### config.mk
export PLATFORM = sky130hd
export DESIGN_NAME = if_fetch_stage
export DESIGN_NICKNAME = d
export VERILOG_FILES = /design/src/rtl/gpu_fetch_pkg.sv /design/src/rtl/if_skid_buffer.sv /design/src/rtl/if_fetch_stage.sv
export SDC_FILE = /design/constraint.sdc
export NUM_CORES = 1
export LEC_CHECK = 0
export BUFFER_PORTS_ARGS = -buffer_cell sky130_fd_sc_hd__buf_2
export CORE_MARGIN = 2
export CORE_UTILIZATION = 55
export DETAILED_ROUTE_END_ITERATION = 8
export MAX_ROUTING_LAYER = met4
export PLACE_DENSITY = 0.79
export SETUP_SLACK_MARGIN = 0.2
export SLEW_MARGIN = 5
export SYNTH_ARGS = -nofsm -noshare
export SYNTH_HDL_FRONTEND = slang
export SYNTH_SLANG_ARGS = --single-unit
### constraint.sdc
create_clock -name clk -period 2.62 [get_ports clk]
set_input_delay 0.131 -clock clk [delete_from_list [all_inputs] [get_ports clk]]
set_output_delay 0.131 -clock clk [all_outputs]
set_load 0.02 [all_outputs]
### src/rtl/gpu_fetch_pkg.sv
// Shared fetch-path definitions used by the IF stage and the PC-update unit.
package gpu_fetch_pkg;

  localparam int PC_W    = 32;
  localparam int INSTR_W = 32;
  localparam int PC_STEP = 4;

  // Redirect sources; any of these asserts flush into the fetch stage.
  typedef enum logic [2:0] {
    FLUSH_NONE     = 3'd0,
    FLUSH_TM_START = 3'd1,
    FLUSH_QUAL1    = 3'd2,
    FLUSH_QUAL2    = 3'd3,
    FLUSH_QUAL3    = 3'd4
  } flush_src_e;

  function automatic logic pc_misaligned(input logic [1:0] pc_lsb);
    return (pc_lsb != 2'b00);
  endfunction

endpackage

### src/rtl/if_skid_buffer.sv
// Skid slot plus output register between instruction memory and decode.
module if_skid_buffer #(
  parameter int DATA = 32,
  parameter int PC_W = 32
) (
  input  logic            clk,
  input  logic            rst,
  input  logic            flush_i,
  input  logic            rd_vld_i,
  input  logic [DATA-1:0] rd_data_i,
  input  logic [PC_W-1:0] rd_pc_i,
  input  logic            stall_i,
  output logic            skid_vld_o,
  output logic            out_vld_o,
  output logic [DATA-1:0] out_data_o,
  output logic [PC_W-1:0] out_pc_o
);
  import gpu_fetch_pkg::*;

  logic            skid_vld_q, skid_vld_d;
  logic [DATA-1:0] skid_data_q, skid_data_d;
  logic [PC_W-1:0] skid_pc_q, skid_pc_d;
  logic            out_vld_q, out_vld_d;
  logic [DATA-1:0] out_data_q, out_data_d;
  logic [PC_W-1:0] out_pc_q, out_pc_d;
  logic            may_load;

  assign may_load = !out_vld_q || !stall_i;

  always_comb begin
    skid_vld_d  = skid_vld_q;
    skid_data_d = skid_data_q;
    skid_pc_d   = skid_pc_q;
    out_vld_d   = out_vld_q;
    out_data_d  = out_data_q;
    out_pc_d    = out_pc_q;
    // Flush drops occupancy only; stale data stays visible behind valid=0.
    if (flush_i) begin
      skid_vld_d = 1'b0;
      out_vld_d  = 1'b0;
    end else if (may_load && skid_vld_q) begin
      out_vld_d  = 1'b1;
      out_data_d = skid_data_q;
      out_pc_d   = skid_pc_q;
      skid_vld_d = rd_vld_i;
      if (rd_vld_i) begin
        skid_data_d = rd_data_i;
        skid_pc_d   = rd_pc_i;
      end
    end else if (may_load && rd_vld_i) begin
      out_vld_d  = 1'b1;
      out_data_d = rd_data_i;
      out_pc_d   = rd_pc_i;
    end else if (rd_vld_i) begin
      skid_vld_d  = 1'b1;
      skid_data_d = rd_data_i;
      skid_pc_d   = rd_pc_i;
    end else if (may_load) begin
      out_vld_d = 1'b0;
    end
  end

  always_ff @(posedge clk) begin
    if (rst) begin
      skid_vld_q  <= 1'b0;
      skid_data_q <= '0;
      skid_pc_q   <= '0;
      out_vld_q   <= 1'b0;
      out_data_q  <= '0;
      out_pc_q    <= '0;
    end else begin
      skid_vld_q  <= skid_vld_d;
      skid_data_q <= skid_data_d;
      skid_pc_q   <= skid_pc_d;
      out_vld_q   <= out_vld_d;
      out_data_q  <= out_data_d;
      out_pc_q    <= out_pc_d;
    end
  end

  assign skid_vld_o = skid_vld_q;
  assign out_vld_o  = out_vld_q;
  assign out_data_o = out_data_q;
  assign out_pc_o   = out_pc_q;

endmodule

### src/rtl/if_fetch_stage.sv
// Instruction-fetch stage: issues imem reads and hands instructions to decode.
// Optional FETCH_MISALIGN_CHECK_EN adds a sticky misalign_err output.
module if_fetch_stage #(
  parameter int DATA = 32,
  parameter int ADDR = 12,
  parameter int PC_W = 32
) (
  input  logic            clk,
  input  logic            rst,
  input  logic [PC_W-1:0] pc_in,
  input  logic            fetch_en,
  input  logic            flush,
  output logic            issue_ack,
  output logic            imem_rd_en,
  output logic [ADDR-1:0] imem_addr,
  input  logic [DATA-1:0] imem_rdata,
  input  logic            stall_in,
  output logic            valid_1,
  output logic            valid_2,
  output logic            valid_3,
  output logic [DATA-1:0] instr_out,
  output logic [PC_W-1:0] instr_pc_out
`ifdef FETCH_MISALIGN_CHECK_EN
  ,
  output logic            misalign_err
`endif
);
  import gpu_fetch_pkg::*;

  localparam int ALIGN_LSB = $clog2(PC_STEP);

  logic            issue;
  logic            pc_ok;
  logic            valid_1_q, valid_1_d;
  logic [PC_W-1:0] pc_1_q, pc_1_d;

`ifdef FETCH_MISALIGN_CHECK_EN
  logic misalign_q, misalign_d;

  assign pc_ok        = !pc_misaligned(pc_in[1:0]);
  assign misalign_d   = misalign_q || (fetch_en && !pc_ok);
  assign misalign_err = misalign_q;

  always_ff @(posedge clk) begin
    if (rst) misalign_q <= 1'b0;
    else     misalign_q <= misalign_d;
  end
`else
  assign pc_ok = 1'b1;
`endif

  // Blocking on in-flight+held+stall keeps the skid slot from ever overflowing.
  assign issue = !rst && fetch_en && pc_ok && !flush && !valid_2 &&
                 !(valid_1_q && valid_3 && stall_in);

  assign issue_ack  = issue;
  assign imem_rd_en = issue;
  assign imem_addr  = pc_in[ALIGN_LSB +: ADDR];

  assign valid_1_d = issue;
  assign pc_1_d    = issue ? pc_in : pc_1_q;

  always_ff @(posedge clk) begin
    if (rst) begin
      valid_1_q <= 1'b0;
      pc_1_q    <= '0;
    end else begin
      valid_1_q <= valid_1_d;
      pc_1_q    <= pc_1_d;
    end
  end

  assign valid_1 = valid_1_q;

  if_skid_buffer #(
    .DATA (DATA),
    .PC_W (PC_W)
  ) u_skid (
    .clk        (clk),
    .rst        (rst),
    .flush_i    (flush),
    .rd_vld_i   (valid_1_q),
    .rd_data_i  (imem_rdata),
    .rd_pc_i    (pc_1_q),
    .stall_i    (stall_in),
    .skid_vld_o (valid_2),
    .out_vld_o  (valid_3),
    .out_data_o (instr_out),
    .out_pc_o   (instr_pc_out)
  );

endmodule
==> results_dict.tcl <==
set metrics [dict create \
    status "complete, no violations" \
    hold_path_class "in -> reg" \
    fmaxAchievable_mhz 511 \
    drc 0 \
    vias 6076 \
    endpoint "issue_ack" \
    crit_cells 4 \
    syn_avg_cell_area_um2 9.98 \
    portBuffers 149 \
    clkSinkCount 163 \
    power_density_nw_per_um2 622 \
    clockBufferDepth 2 \
    grt_pass1_vias 5778 \
    synthAdderAreaFrac_pct 0 \
    synth_top_cell_by_area "dfxtp_1" \
    synth_top_family_by_area "compound AO/OA/AOI/OAI gates" \
    r2r_start "u_skid.skid_vld_o" \
    path_class "reg -> out" \
    drv_cap 0 \
    ys_types 26 \
    drt_iter0_markers 448 \
    start_kind "flip-flop" \
    htreeDepth 4 \
    syn-cell-area_um2 7730 \
    ff2ff_path_depth 4 \
    comb_power_share_pct 9.7 \
    wl_met3_um 908 \
    synth_area_leaders "dfxtp_1 (42%), mux2i_1 (13%), nand2b_1 (10%), a211oi_2 (9.7%), a31oi_1 (5.1%)" \
    endpoint_kind "primary output" \
    post-route-period-util_pct 74.7 \
    synthMuxAreaShare_pct 12.6 \
    wl_met1_um 8260 \
    die_width_um 123 \
    yosys_warnings 0 \
    path_buf_inv 3 \
    cp.arrival_ps 1830 \
    holdWs_ps 23.3 \
    grt_start_max_net_pins 103 \
    timing.rr.end "u_skid.out_data_o[21]" \
    synth_xor_area_share_pct 0 \
    syn_inst 775 \
    synth_top_area_share_pct 42.2 \
    synth_compound_area_share_pct 20.0 \
    ys_seq_elements 163 \
    die_area_um2 15000 \
    crit_family "flip-flops" \
    grt_overflow 0 \
    vias_per_cell 5.37 \
    yosysSeqAreaShare_pct 42.2 \
    met2_length_um 8010 \
    nFillCells 991 \
    slew_headroom_pct 56.6 \
    routabilityCongestion 0.810 \
    antenna_found_initial 0 \
    row_count 43 \
    nNetsFinal 1008 \
    core_um2 13800 \
    io_pins 150 \
    grt_pass1_wl_um 28100 \
    synth_edf_count 0 \
    post_cts_resized 0 \
    grt_setup_unrepaired "false" \
    drt_pass1_iterations 5 \
    critical_path_required_ps 2490 \
    final_common_cell "dfxtp_1" \
    power.clock.fraction_pct 47.7 \
    slew_violations 0 \
    track_usage_pct 24.1 \
    worst_slew_pin_slew_ps 651 \
    tns_ps 0 \
    p_sw_share_pct 22.3 \
    maxUsedRoutingLayer "met4" \
    p_switching_mw 1.34 \
    cts_hold_buf 65 \
    drive_gt1_share_pct 27.8 \
    drt_wl_total_um 17500 \
    start_util_pct 55.9 \
    skew_ps 8.99 \
    finalSetupViolCount 0 \
    numCtsBuffers 17 \
    final_cell_mix "dfxtp_1 (162), buf_2 (148), nand2b_1 (128)" \
    hold_violations 0 \
    path_cells "nand4b_1 > buf_4 > inv_1 > buf_2" \
    period_needed_ps 1960 \
    synth-simple-area-share_pct 16.0 \
    place_hpwl_um 10000 \
    cp_slowest_cell "dfxtp_4" \
    rrSetupSlack_ps 760 \
    crit_fanout 44 \
    ys_async_sr_fraction_pct 0 \
    clock-root-buffer "clkbuf_16" \
    critPathMaxStageDelay_ps 670 \
    detail-route-antenna-nets 0 \
    cp-startpoint "u_skid.skid_vld_o" \
    routedWlPerCell_um 15.4 \
    cts_tree "yes" \
    power_frac_seq_pct 42.6 \
    ys.flop_type "dfxtp_1" \
    ir_drop_uv 437 \
    clk-insertion-delay-late_ps 430 \
    leakage_nw 4.04 \
    post-cts-setup-buffers 0 \
    synth_nets 844 \
    syn2layout_area_growth_pct 25.4 \
    die_h_um 123 \
    p_int_mw 4.69 \
    clk_transition_reported_paths_ps 60 \
    antenna_cells 0 \
]
## per-stage QoR
step	std cells	area, um^2	worst slack, ps	util (%)	total power, mW
2_1_floorplan	775	7730	1060	-	2.99
3_3_place_gp	1035	8350	814	60.4	3.12
3_5_place_dp	1035	8350	770	60.4	3.13
4_1_cts	1132	9690	654	70.1	6.07
5_1_grt	1132	9690	576	70.1	6.23
6_report	1132	9690	663	70.1	6.03
## worst register-to-register path, delay by kind of cell (launching register included)
kind / cells / cell delay, ps
AND/OR/NAND/NOR: 1 / 400
AO/OA/AOI/OAI: 2 / 390
buffers and inverters: 1 / 260
flip-flops: 1 / 670
## cell type report
class	instances	area [um^2]	share of cell area, %
Timing Repair Buffer	231	1610	16.6
Clock inverter	12	225	2.32
Clock buffer	20	467	4.81
Inverter	34	128	1.32
Multi-Input combinational cell	492	3780	39.0
Sequential cell	163	3270	33.7
Tap cell	180	225	2.32
## power groups by stage
stage	sequential [mW]	clock [mW]	combinational, mW
finish	2.57	2.88	0.582
CTS	2.57	2.92	0.580
global route	2.58	3.02	0.633
floorplan	2.66	0	0.326
detailed placement	2.63	0	0.500
global placement	2.63	0	0.495
## synthesized netlist by cell type, types with 4 or more instances
cell      number
a211oi_1       4
a211oi_2      60
a21oi_1       64
a31oi_1       63
buf_2          9
buf_4         30
buf_6         18
clkbuf_1      29
dfxtp_1      163
inv_1         34
mux2i_1       97
nand2b_1     128
nor2b_1       63
## worst min path at each step
stage | from | end | slack, ps | depth (start not counted)
floorplan | pc_in[0] | pc_1_q[0] | 260 | 2
global route | flush | u_skid.out_vld_o | 30 | 3
finish | flush | u_skid.out_vld_o | 20 | 3
detailed placement | pc_in[20] | pc_1_q[20] | 370 | 3
CTS | flush | u_skid.out_vld_o | 10 | 3
global placement | pc_in[20] | pc_1_q[20] | 370 | 3
## kinds of logic (layout without fill, tap and decap cells)
kind of cell / after synthesis / count (layout)
simple gates: 198 / 198
buf+inv: 120 / 297
compound gates: 197 / 197
mux: 97 / 97
flops: 163 / 163
## per-layer routing
metal	vias up	global-route usage, %
met5	-	-
met2	169	37.0
met4	0	8.33
li1	3004	-
met1	2877	31.4
met3	26	5.39
## registers in the layout, summed over array words and instances (netlist names)
name and count:
u_skid.skid_data_q 32, u_skid.skid_vld_o 1, u_skid.skid_pc_q 32, u_skid.out_pc_o 32, pc_1_q 32, valid_1 1
u_skid.out_vld_o 1, u_skid.out_data_o 32
Note: power is estimated with default switching activity, not from simulation.
